==> config.mk <==
export PLATFORM = sky130hd
export DESIGN_NAME = hdmi_to_matrix_top
export DESIGN_NICKNAME = d
export VERILOG_FILES = /design/src/rtl/hdmi_to_matrix_top.sv
export SDC_FILE = /design/constraint.sdc
export NUM_CORES = 1
export LEC_CHECK = 0
export BUFFER_PORTS_ARGS = -buffer_cell sky130_fd_sc_hd__buf_2
export CAP_MARGIN = 25
export CORE_UTILIZATION = 45
export CTS_BUF_LIST = sky130_fd_sc_hd__clkbuf_8
export CTS_CLUSTER_SIZE = 10
export DETAILED_ROUTE_END_ITERATION = 6
export PLACE_DENSITY = 0.58
export SYNTH_ARGS = -nofsm -noshare
export SYNTH_HDL_FRONTEND = slang
export SYNTH_SLANG_ARGS = --single-unit
==> constraint.sdc <==
create_clock -name sys_clk_27MHz -period 11.49 [get_ports sys_clk_27MHz]
set_input_delay 2.298 -clock sys_clk_27MHz [delete_from_list [all_inputs] [get_ports sys_clk_27MHz]]
set_output_delay 2.298 -clock sys_clk_27MHz [all_outputs]
set_load 0.02 [all_outputs]
==> src/rtl/hdmi_to_matrix_top.sv <==
// hdmi_to_matrix_top: test-pattern streamer for a chain of 16x8 SPI RGB matrices
// with 595 group select and optional TMDS activity detector (macro HDMI_DETECT_EN).
`default_nettype none

module hdmi_to_matrix_top #(
  parameter int SPI_DIV       = 2,
  parameter int SR_BITS       = 8,
  parameter int BYTES         = 48,
  parameter int GAP_CYCLES    = 16,
  parameter int DET_WINDOW    = 27000,
  parameter int DET_MIN_EDGES = 4,
  parameter int HB_BITS       = 24
) (
  input  logic       sys_clk_27MHz,
  input  logic       rst,
  input  logic [1:0] btn,
  input  logic       I_tmds_clk_p,
  input  logic       I_tmds_clk_n,
  input  logic [2:0] I_tmds_data_p,
  input  logic [2:0] I_tmds_data_n,
  output logic       spi_clk,
  output logic [7:0] spi_mosi,
  output logic       shift_clk,
  output logic       shift_ser,
  output logic       shift_stcp,
  output logic       shift_en,
  output logic [5:0] led
);

  localparam int GW        = (SR_BITS > 1) ? $clog2(SR_BITS) : 1;
  localparam int XFER_BITS = BYTES * 8;

  typedef enum logic [1:0] {S_SHIFT, S_LATCH, S_XFER, S_GAP} state_t;

  state_t          r_state, w_next;
  logic [15:0]     r_cnt;
  logic [15:0]     r_div;
  logic [GW-1:0]   r_g;
  logic [7:0]      r_f;
  logic            r_mode, r_pause;
  logic [1:0]      r_btn_meta, r_btn_sync;
  logic            w_shift_done, w_div_last, w_xfer_done, w_gap_done;
  logic [7:0]      w_base;
  logic [2:0]      w_bitsel;
  logic [7:0]      w_lane_bits;
  logic            w_hdmi_present;
  logic [HB_BITS-1:0] r_hb_cnt;
  logic            r_hb;
  logic            w_unused;

  always_comb begin
    w_next       = r_state;
    w_shift_done = (r_cnt == 16'(2 * SR_BITS - 1));
    w_div_last   = (r_div == 16'(2 * SPI_DIV - 1));
    w_xfer_done  = w_div_last && (r_cnt == 16'(XFER_BITS - 1));
    w_gap_done   = (r_cnt == 16'(GAP_CYCLES - 1));
    spi_clk      = 1'b0;
    spi_mosi     = 8'h00;
    shift_clk    = 1'b0;
    shift_ser    = 1'b0;
    shift_stcp   = 1'b0;
    shift_en     = 1'b1;
    case (r_state)
      S_SHIFT: begin
        shift_clk = r_cnt[0];
        shift_ser = ((16'(SR_BITS - 1) - (r_cnt >> 1)) == 16'(r_g));
        if (w_shift_done) w_next = S_LATCH;
      end
      S_LATCH: begin
        shift_stcp = 1'b1;
        w_next     = S_XFER;
      end
      S_XFER: begin
        shift_en = 1'b0;
        spi_clk  = (r_div >= 16'(SPI_DIV));
        spi_mosi = w_lane_bits;
        if (w_xfer_done) w_next = S_GAP;
      end
      default: begin
        if (w_gap_done) w_next = S_SHIFT;
      end
    endcase
  end

  always_ff @(posedge sys_clk_27MHz) begin
    if (rst) begin
      r_state    <= S_SHIFT;
      r_cnt      <= '0;
      r_div      <= '0;
      r_g        <= '0;
      r_f        <= '0;
      r_mode     <= 1'b0;
      r_pause    <= 1'b0;
      r_btn_meta <= 2'b00;
      r_btn_sync <= 2'b00;
    end else begin
      r_btn_meta <= btn;
      r_btn_sync <= r_btn_meta;
      r_state    <= w_next;
      if (w_next != r_state) begin
        r_cnt <= '0;
        r_div <= '0;
      end else if (r_state == S_XFER) begin
        if (w_div_last) begin
          r_div <= '0;
          r_cnt <= r_cnt + 16'd1;
        end else begin
          r_div <= r_div + 16'd1;
        end
      end else begin
        r_cnt <= r_cnt + 16'd1;
      end
      // Buttons are frozen at group start so a group is never split between settings.
      if (r_state == S_LATCH) begin
        r_mode  <= r_btn_sync[0];
        r_pause <= r_btn_sync[1];
      end
      if (r_state == S_GAP && w_gap_done) begin
        if (r_g == GW'(SR_BITS - 1)) begin
          r_g <= '0;
          if (!r_pause) r_f <= r_f + 8'd1;
        end else begin
          r_g <= r_g + GW'(1);
        end
      end
    end
  end

  assign w_base   = 8'(r_cnt >> 3) + (8'(r_g) << 4) + r_f;
  assign w_bitsel = 3'd7 - r_cnt[2:0];

  for (genvar L = 0; L < 8; L++) begin : g_lane
    logic [7:0] w_byte;
    assign w_byte         = r_mode ? 8'(17 * (L + 1)) : (w_base + 8'(L));
    assign w_lane_bits[L] = w_byte[w_bitsel];
  end

  always_ff @(posedge sys_clk_27MHz) begin
    if (rst) begin
      r_hb_cnt <= '0;
      r_hb     <= 1'b0;
    end else begin
      r_hb_cnt <= r_hb_cnt + HB_BITS'(1);
      if (&r_hb_cnt) r_hb <= ~r_hb;
    end
  end

`ifdef HDMI_DETECT_EN
  localparam int WW = (DET_WINDOW > 1) ? $clog2(DET_WINDOW) : 1;
  logic [2:0]    r_tmds_s;
  logic [7:0]    r_edges;
  logic [WW-1:0] r_win;
  logic          r_present;

  always_ff @(posedge sys_clk_27MHz) begin
    if (rst) begin
      r_tmds_s  <= 3'b000;
      r_edges   <= 8'd0;
      r_win     <= '0;
      r_present <= 1'b0;
    end else begin
      r_tmds_s <= {r_tmds_s[1:0], I_tmds_clk_p};
      if (r_win == WW'(DET_WINDOW - 1)) begin
        r_win     <= '0;
        r_present <= (r_edges >= 8'(DET_MIN_EDGES));
        r_edges   <= 8'd0;
      end else begin
        r_win <= r_win + WW'(1);
        if (r_tmds_s[1] && !r_tmds_s[2] && r_edges != 8'hFF) r_edges <= r_edges + 8'd1;
      end
    end
  end

  assign w_hdmi_present = r_present;
  assign w_unused = ^{I_tmds_clk_n, I_tmds_data_p, I_tmds_data_n};
`else
  assign w_hdmi_present = 1'b0;
  assign w_unused = ^{I_tmds_clk_p, I_tmds_clk_n, I_tmds_data_p, I_tmds_data_n,
                      1'(DET_WINDOW), 1'(DET_MIN_EDGES)};
`endif

  assign led = {~r_f[2:0], ~(r_state == S_XFER), ~w_hdmi_present, ~r_hb};

endmodule

`default_nettype wire

==> results of run 1 <==
[worst max-delay path by stage]
stage               slack, ps  cells after the start          end
floorplan                5570                     11  spi_mosi[5]
global placement         4820                     12  spi_mosi[5]
detailed placement       4760                     12  spi_mosi[5]
CTS                      4330                     12  spi_mosi[5]
global route             4050                     12  spi_mosi[5]
finish                   4240                     12  spi_mosi[5]
[synth_stat cells, types with 4 or more instances]
cell type and count:
a211oi_1 8, a21oi_1 26, a31oi_1 5, and3_1 12, and4_1 8, clkbuf_1 32, dfxtp_1 76, fa_1 4
ha_1 33, inv_1 25, mux2i_1 13, nand2_1 41, nand2b_1 4, nand3_1 23, nand4_1 15, nor2_1 69
nor2b_1 10, nor3_1 37, nor4_1 23, o21a_1 4, o21ai_0 37, o221ai_1 4, or2_2 5, or3_1 9
xnor2_1 40, xor2_1 32
[per-stage QoR]
stage / setup WS (ps) / total power, mW / hold slack (ps)
2_1_floorplan: 5570 / 0.296 / 414
3_3_place_gp: 4820 / 0.303 / 417
3_5_place_dp: 4760 / 0.304 / 424
4_1_cts: 4330 / 0.518 / 441
5_1_grt: 4050 / 0.533 / 457
6_report: 4240 / 0.512 / 437
[worst register-to-register path, stage by stage, from the launching register on]
cell and delay (ps):
dfxtp_1 920, ha_1 380, nand4_1 300, or4_1 610, o31ai_2 240, o21ai_2 120, mux2i_4 810, nor3_1 160
[final cells by class]
| class | instances | area, sq um | area share |
|---|---|---|---|
| Sequential cell | 76 | 1520 | 0.258 |
| Tap cell | 147 | 184 | 0.0312 |
| Timing Repair Buffer | 26 | 140 | 0.0237 |
| Multi-Input combinational cell | 539 | 3740 | 0.634 |
| Inverter | 28 | 105 | 0.0178 |
| Clock inverter | 6 | 70.1 | 0.0119 |
| Clock buffer | 10 | 138 | 0.0233 |
[cells by family (layout without fill, tap and decap cells)]
family,Yosys count,count (layout),share of synthesized area
simple gates,274,274,0.259
compound gates,136,136,0.169
flops,76,76,0.274
xor+xnor,75,75,0.125
buf+inv,68,70,0.0516
fa+ha+maj,37,37,0.0888
mux,16,16,0.0316
other cells,1,1,0.000676
[state kept, by name (all words and copies together) (netlist names)]
name and count:
r_mode 1, r_hb_cnt 24, r_pause 1, r_cnt 16, r_f 8, r_state 2
r_g 3, r_btn_sync 2, r_btn_meta 2, r_div 16, r_hb 1
[power breakdown]
group / switching [mW] / internal [mW]
logic: 0.0168 / 0.00864
clock network: 0.107 / 0.108
registers: 0.00685 / 0.266
total: 0.130 / 0.382
[layer usage]
metal | vias up | GRT usage | part of all wire
li1 | 2460 | - | -
met1 | 2345 | 0.324 | 0.47
met2 | 174 | 0.353 | 0.45
met3 | 22 | 0.0450 | 0.064
met4 | 0 | 0.0772 | 0.016
met5 | - | 0 | 0
==> results_dict.tcl, run 1 <==
set metrics [dict create \
    synth_top_area_frac 0.274 \
    fin_area_sq_um 5900 \
    min_path_cells 1 \
    final_cells 832 \
    cp_common_cell "ha_1" \
    r2r_slack_ps 7810 \
    period_minus_slack_ps 7250 \
    drt_wl_total_mm 14.2 \
    final_core_util 0.491 \
    worstHoldStart "r_btn_meta[0]" \
    status "finished clean" \
    rsz0062_at_grt "no" \
    tightestPinTransition_ps 999 \
    grt_max_degree 37 \
    fmax_mhz 138 \
    cpMaxStageDelayCell "xnor2_2" \
    r2r_end "r_div[7]" \
    clk_latency_ps 370 \
    endpoint_kind "output port" \
    syn_avg_cell_area_sq_um 8.13 \
    layout-area-overhead-vs-synth_pct 6.31 \
    io_pins 31 \
    clockBufferDepth 2 \
    finalMaxSlewViolations 0 \
    diodes 0 \
    crit_buf_inv 2 \
    critical_path_class "flop to output port" \
    startpoint_type "flop" \
    dp_cells 815 \
    final_nets 729 \
    ctsResizeCount 0 \
    dpl_cell_area_sq_um 5690 \
    syn_nets 732 \
    dp_hpwl_mm 10.0 \
    rows 40 \
    drive_gt1_frac 0.0934 \
    port_buffers 21 \
    die_h_microns 113 \
    worst-r2r-cell-count 7 \
    gp_congestion 0.934 \
    async_reset_ff_frac 0 \
    critPathArrivalTime_ps 4950 \
    synth_top_flop_cell "dfxtp_1" \
    crit_fanout 11 \
    startpoint "r_cnt[4]" \
    path_cells "ha_1, ha_1, fa_1, xnor2_2, clkinv_1, ha_1, a21o_1, and3_1, o311a_1, or3_1, a22oi_1, buf_2" \
    crit_family "adder cells" \
    clock-root-buffer "clkbuf_8" \
    netlist_top_cells_area "dfxtp_1 27%, ha_1 7.4%, xnor2_1 6.3%, xor2_1 5.0%, nor2_1 4.7%" \
    min_to "r_btn_sync[0]" \
    die_area_sq_um 12800 \
    cts_tree "yes" \
    coreArea_sq_um 12000 \
    grt_pass1_vias 4681 \
    period_share 0.631 \
    path_clk_slew_ps 80 \
    finalSetupTns_ps 0 \
    yosysWarnings 0 \
    vias 5001 \
    grt_use_total 0.230 \
    ys_seq_area_frac 0.274 \
    ctsHoldBuffers 0 \
    first_pass_iters 5 \
    critPathMaxStageDelay_ps 580 \
    antenna_left 0 \
    viasPerCell 6.01 \
    final_common_cell "dfxtp_1" \
    synth_cell_types 79 \
    h-tree-depth 3 \
    drc 0 \
    ys_seq_elements 76 \
    yosysTopAreaCell "dfxtp_1" \
    rr_startpoint "r_cnt[0]" \
    layout_common_cells "76 x dfxtp_1, 69 x nor2_1, 41 x nand2_1, 40 x xnor2_1" \
    power_density_nw_per_um2 86.8 \
    hold_viol 0 \
    postCtsSetupRepairBufs 0 \
    die_w_microns 113 \
    relSlewSlack 0.320 \
    drt-initial-drc-count 490 \
    nFillCells 1190 \
    skew_ps 16.8 \
    syn-instance-count 683 \
    routedWlPerCell_microns 17.1 \
    vdd_ir_drop_max_mv 0.0669 \
    numCtsBuffers 9 \
    grt_overflow 0 \
    required_ps 9190 \
    synth_edf_count 0 \
    start_util 0.462 \
    p_leak_nw 2.21 \
    synth_area_sq_um 5550 \
    clock-sinks 76 \
    grt_pass1_wl_mm 23.6 \
    max_cap_viol_count 0 \
    hold_path.class "flop to flop" \
    antenna_found_initial 0 \
    setup_viol_count_final 0 \
]
Note: power is estimated with default switching activity, not from simulation.
==> run 2: changes to the inputs <==
--- a/config.mk
+++ b/config.mk
@@ -5,6 +5,7 @@
 export SDC_FILE = /design/constraint.sdc
 export NUM_CORES = 1
 export LEC_CHECK = 0
+export ABC_AREA = 1
 export BUFFER_PORTS_ARGS = -buffer_cell sky130_fd_sc_hd__buf_2
 export CAP_MARGIN = 25
 export CORE_UTILIZATION = 45
==> constraint.sdc (replaced) <==
create_clock -name sys_clk_27MHz -period 7.2 [get_ports sys_clk_27MHz]
set_input_delay 1.44 -clock sys_clk_27MHz [delete_from_list [all_inputs] [get_ports sys_clk_27MHz]]
set_output_delay 1.44 -clock sys_clk_27MHz [all_outputs]
set_load 0.02 [all_outputs]
==> run 2 against run 1 <==
Compared with the run above: synthesized cell count rose by 33%; design area rose by 7.2%; non-clock buffer count fell by 5; via count rose by 13%; critical path depth rose by 1; sequential cell count did not move; die area rose by 8.0%; worst hold slack got worse by 26 ps; first-iteration DRC count fell by 30%; sequential power rose by 59%; largest power group unchanged.
==> results_dict.tcl, run 2 <==
set metrics [dict create \
    clock-sinks 76 \
    grt_max_degree 33 \
    power_density_nw_per_um2 122 \
    synth_xor_xnor_area_share 0.0452 \
    relSlewSlack 0.366 \
    critical_path_class "flop to output port" \
    start_util 0.468 \
    endpoint_kind "output port" \
    skew_ps 13.8 \
    tightestPinTransition_ps 947 \
    finalPower_uw 775 \
    largest_reg_flops 24 \
    dpl_cell_area_sq_um 6160 \
    io_pins 31 \
    drive_gt1_frac 0.113 \
    layout-area-overhead-vs-synth_pct 5.40 \
    async_reset_ff_frac 0 \
    ys_seq_elements 76 \
    routedWlPerCell_microns 13.2 \
    crit_fanout 12 \
    clockBufferDepth 2 \
    viasPerCell 5.19 \
    synth_top_flop_cell "dfxtp_1" \
    critPathArrivalTime_ps 3830 \
    final_core_util 0.493 \
    synth.most_common_cell "nand2_1" \
    yosysTopAreaCell "dfxtp_1" \
    syn-instance-count 911 \
    die_area_sq_um 13800 \
    synth_top_family_by_area "simple AND/OR/NAND/NOR gates" \
    antenna_found_initial 0 \
    period_share 0.732 \
    largest-register "r_hb_cnt" \
    crit_buf_inv 2 \
    dp_hpwl_mm 10.9 \
    die_w_microns 118 \
    max_cap_viol_count 0 \
    status "finished clean" \
    required_ps 5760 \
    netlist_top_cells_area "dfxtp_1 25%, nand2_1 11%, inv_1 8.3%, ha_1 6.9%, nor2_1 6.3%" \
    h-tree-depth 3 \
    fin_area_sq_um 6330 \
    rsz0062_at_grt "no" \
    finalMaxSlewViolations 0 \
    first_pass_iters 4 \
    synth_cell_types 50 \
    reg_top3 "r_hb_cnt: 24 flops, r_cnt: 16 flops, r_div: 16 flops" \
    synth_area_sq_um 6000 \
    yosys.area_share.simple 0.368 \
    cts_tree "yes" \
    antenna_left 0 \
    grt_use_total 0.214 \
    final_common_cell "nand2_1" \
    drt-initial-drc-count 341 \
    synth_common_cells "170 x nand2_1, 132 x inv_1, 100 x nor2_1" \
    vdd_ir_drop_max_mv 0.108 \
    numCtsBuffers 9 \
    path_clk_slew_ps 80 \
    yosysWarnings 0 \
    synthAdderAreaFrac 0.0821 \
    vias 5665 \
    fmax_mhz 190 \
    layout_common_cells "170 x nand2_1, 133 x inv_1, 100 x nor2_1, 76 x dfxtp_1, 64 x nand3_1" \
    finalSetupTns_ps 0 \
    clk_latency_ps 350 \
    hold_path.class "flop to flop" \
    grt_overflow 0 \
    port_buffers 21 \
    die_h_microns 118 \
    synth_top_area_frac 0.253 \
    synth_compound_area_frac 0.135 \
    rows 41 \
    ctsHoldBuffers 0 \
    drc 0 \
    p_leak_nw 2.65 \
    synth_edf_count 0 \
    syn_avg_cell_area_sq_um 6.59 \
    coreArea_sq_um 12800 \
    crit_family "adder cells" \
    path_cells "ha_1, ha_1, fa_1, inv_1, ha_1, a21oi_1, o21ai_0, nand2_1, o21ai_0, nand2_1, nand2_1, a21oi_1, buf_2" \
    grt_pass1_vias 5213 \
    setup_viol_count_final 0 \
    startpoint_type "flop" \
    gp_congestion 0.921 \
    ys_seq_area_frac 0.253 \
    synthMuxAreaShare 0 \
    drt_wl_total_mm 14.4 \
    final_nets 964 \
    diodes 0 \
    cpMaxStageDelayCell "fa_1" \
    hold_viol 0 \
    period_minus_slack_ps 5270 \
    postCtsSetupRepairBufs 0 \
    clock-root-buffer "clkbuf_8" \
    syn_nets 960 \
    ctsResizeCount 0 \
    grt_pass1_wl_mm 24.4 \
    critPathMaxStageDelay_ps 790 \
]
run 2: cell types whose count changed in the layout (fill, tap and decap cells not counted), moves of 14 or more:
cell     change
o21ai_0     +19
nor2_1      +31
nand3_1     +41
nor4_1      -19
nor2_2      +24
inv_1      +108
nand2_1    +129
nor2_4      +14
a21oi_1     +30
xnor2_1     -37
run 2: area by class of cell:
type                       count  area [sq um]
inverter                     141           529
sequential                    76          1520
tap                          172           215
clock buffer                  10           138
multi-input combinational    666          3790
timing repair buffer          21           105
clock inverter                 5          30.0
fill                        1349          6500
run 2: power breakdown:
group / internal (mW) / leakage, nW / switching [mW]
registers: 0.424 / 0.614 / 0.00930
clock network: 0.131 / 0.0893 / 0.156
logic: 0.0163 / 1.94 / 0.0388
total: 0.571 / 2.65 / 0.204
run 2: final timing paths:
path                      start             to  slack, ps  cells after the start
setup / recovery       r_cnt[4]    spi_mosi[5]       1930                     13
hold / removal    r_btn_meta[0]  r_btn_sync[0]        410                      2
setup reg to reg       r_cnt[0]       r_div[0]       4310                      9
hold reg to reg   r_btn_meta[0]  r_btn_sync[0]        410                      2
run 2: routing by layer:
| layer | vias to the layer above | wire length, microns | GRT usage |
|---|---|---|---|
| met5 | - | 0 | 0 |
| met4 | 0 | 246 | 0.0729 |
| met3 | 23 | 647 | 0.0300 |
| met2 | 140 | 6760 | 0.363 |
| met1 | 2546 | 6780 | 0.277 |
| li1 | 2956 | - | - |
run 2: cells by family after synthesis:
group | count (synthesis)
XOR/XNOR | 31
other | 1
AND/OR/NAND/NOR | 451
buffers and inverters | 169
flip-flops | 76
AO/OA/AOI/OAI | 146
adder cells (fa/ha/maj) | 37
run 2: through the flow:
stage	hold WS, ps	cells	setup slack, ps
2_1_floorplan	388	911	2720
3_3_place_gp	396	1076	2370
3_5_place_dp	405	1076	2350
4_1_cts	417	1091	1920
5_1_grt	441	1091	1600
6_report	411	1091	1930
run 2: worst register-to-register path, delay by kind of cell (launching register included):
kind | cells | cell delay, ps
AO/OA/AOI/OAI | 1 | 200
adder cells (fa/ha/maj) | 1 | 330
buffers and inverters | 1 | 170
flip-flops | 1 | 830
AND/OR/NAND/NOR | 6 | 1270
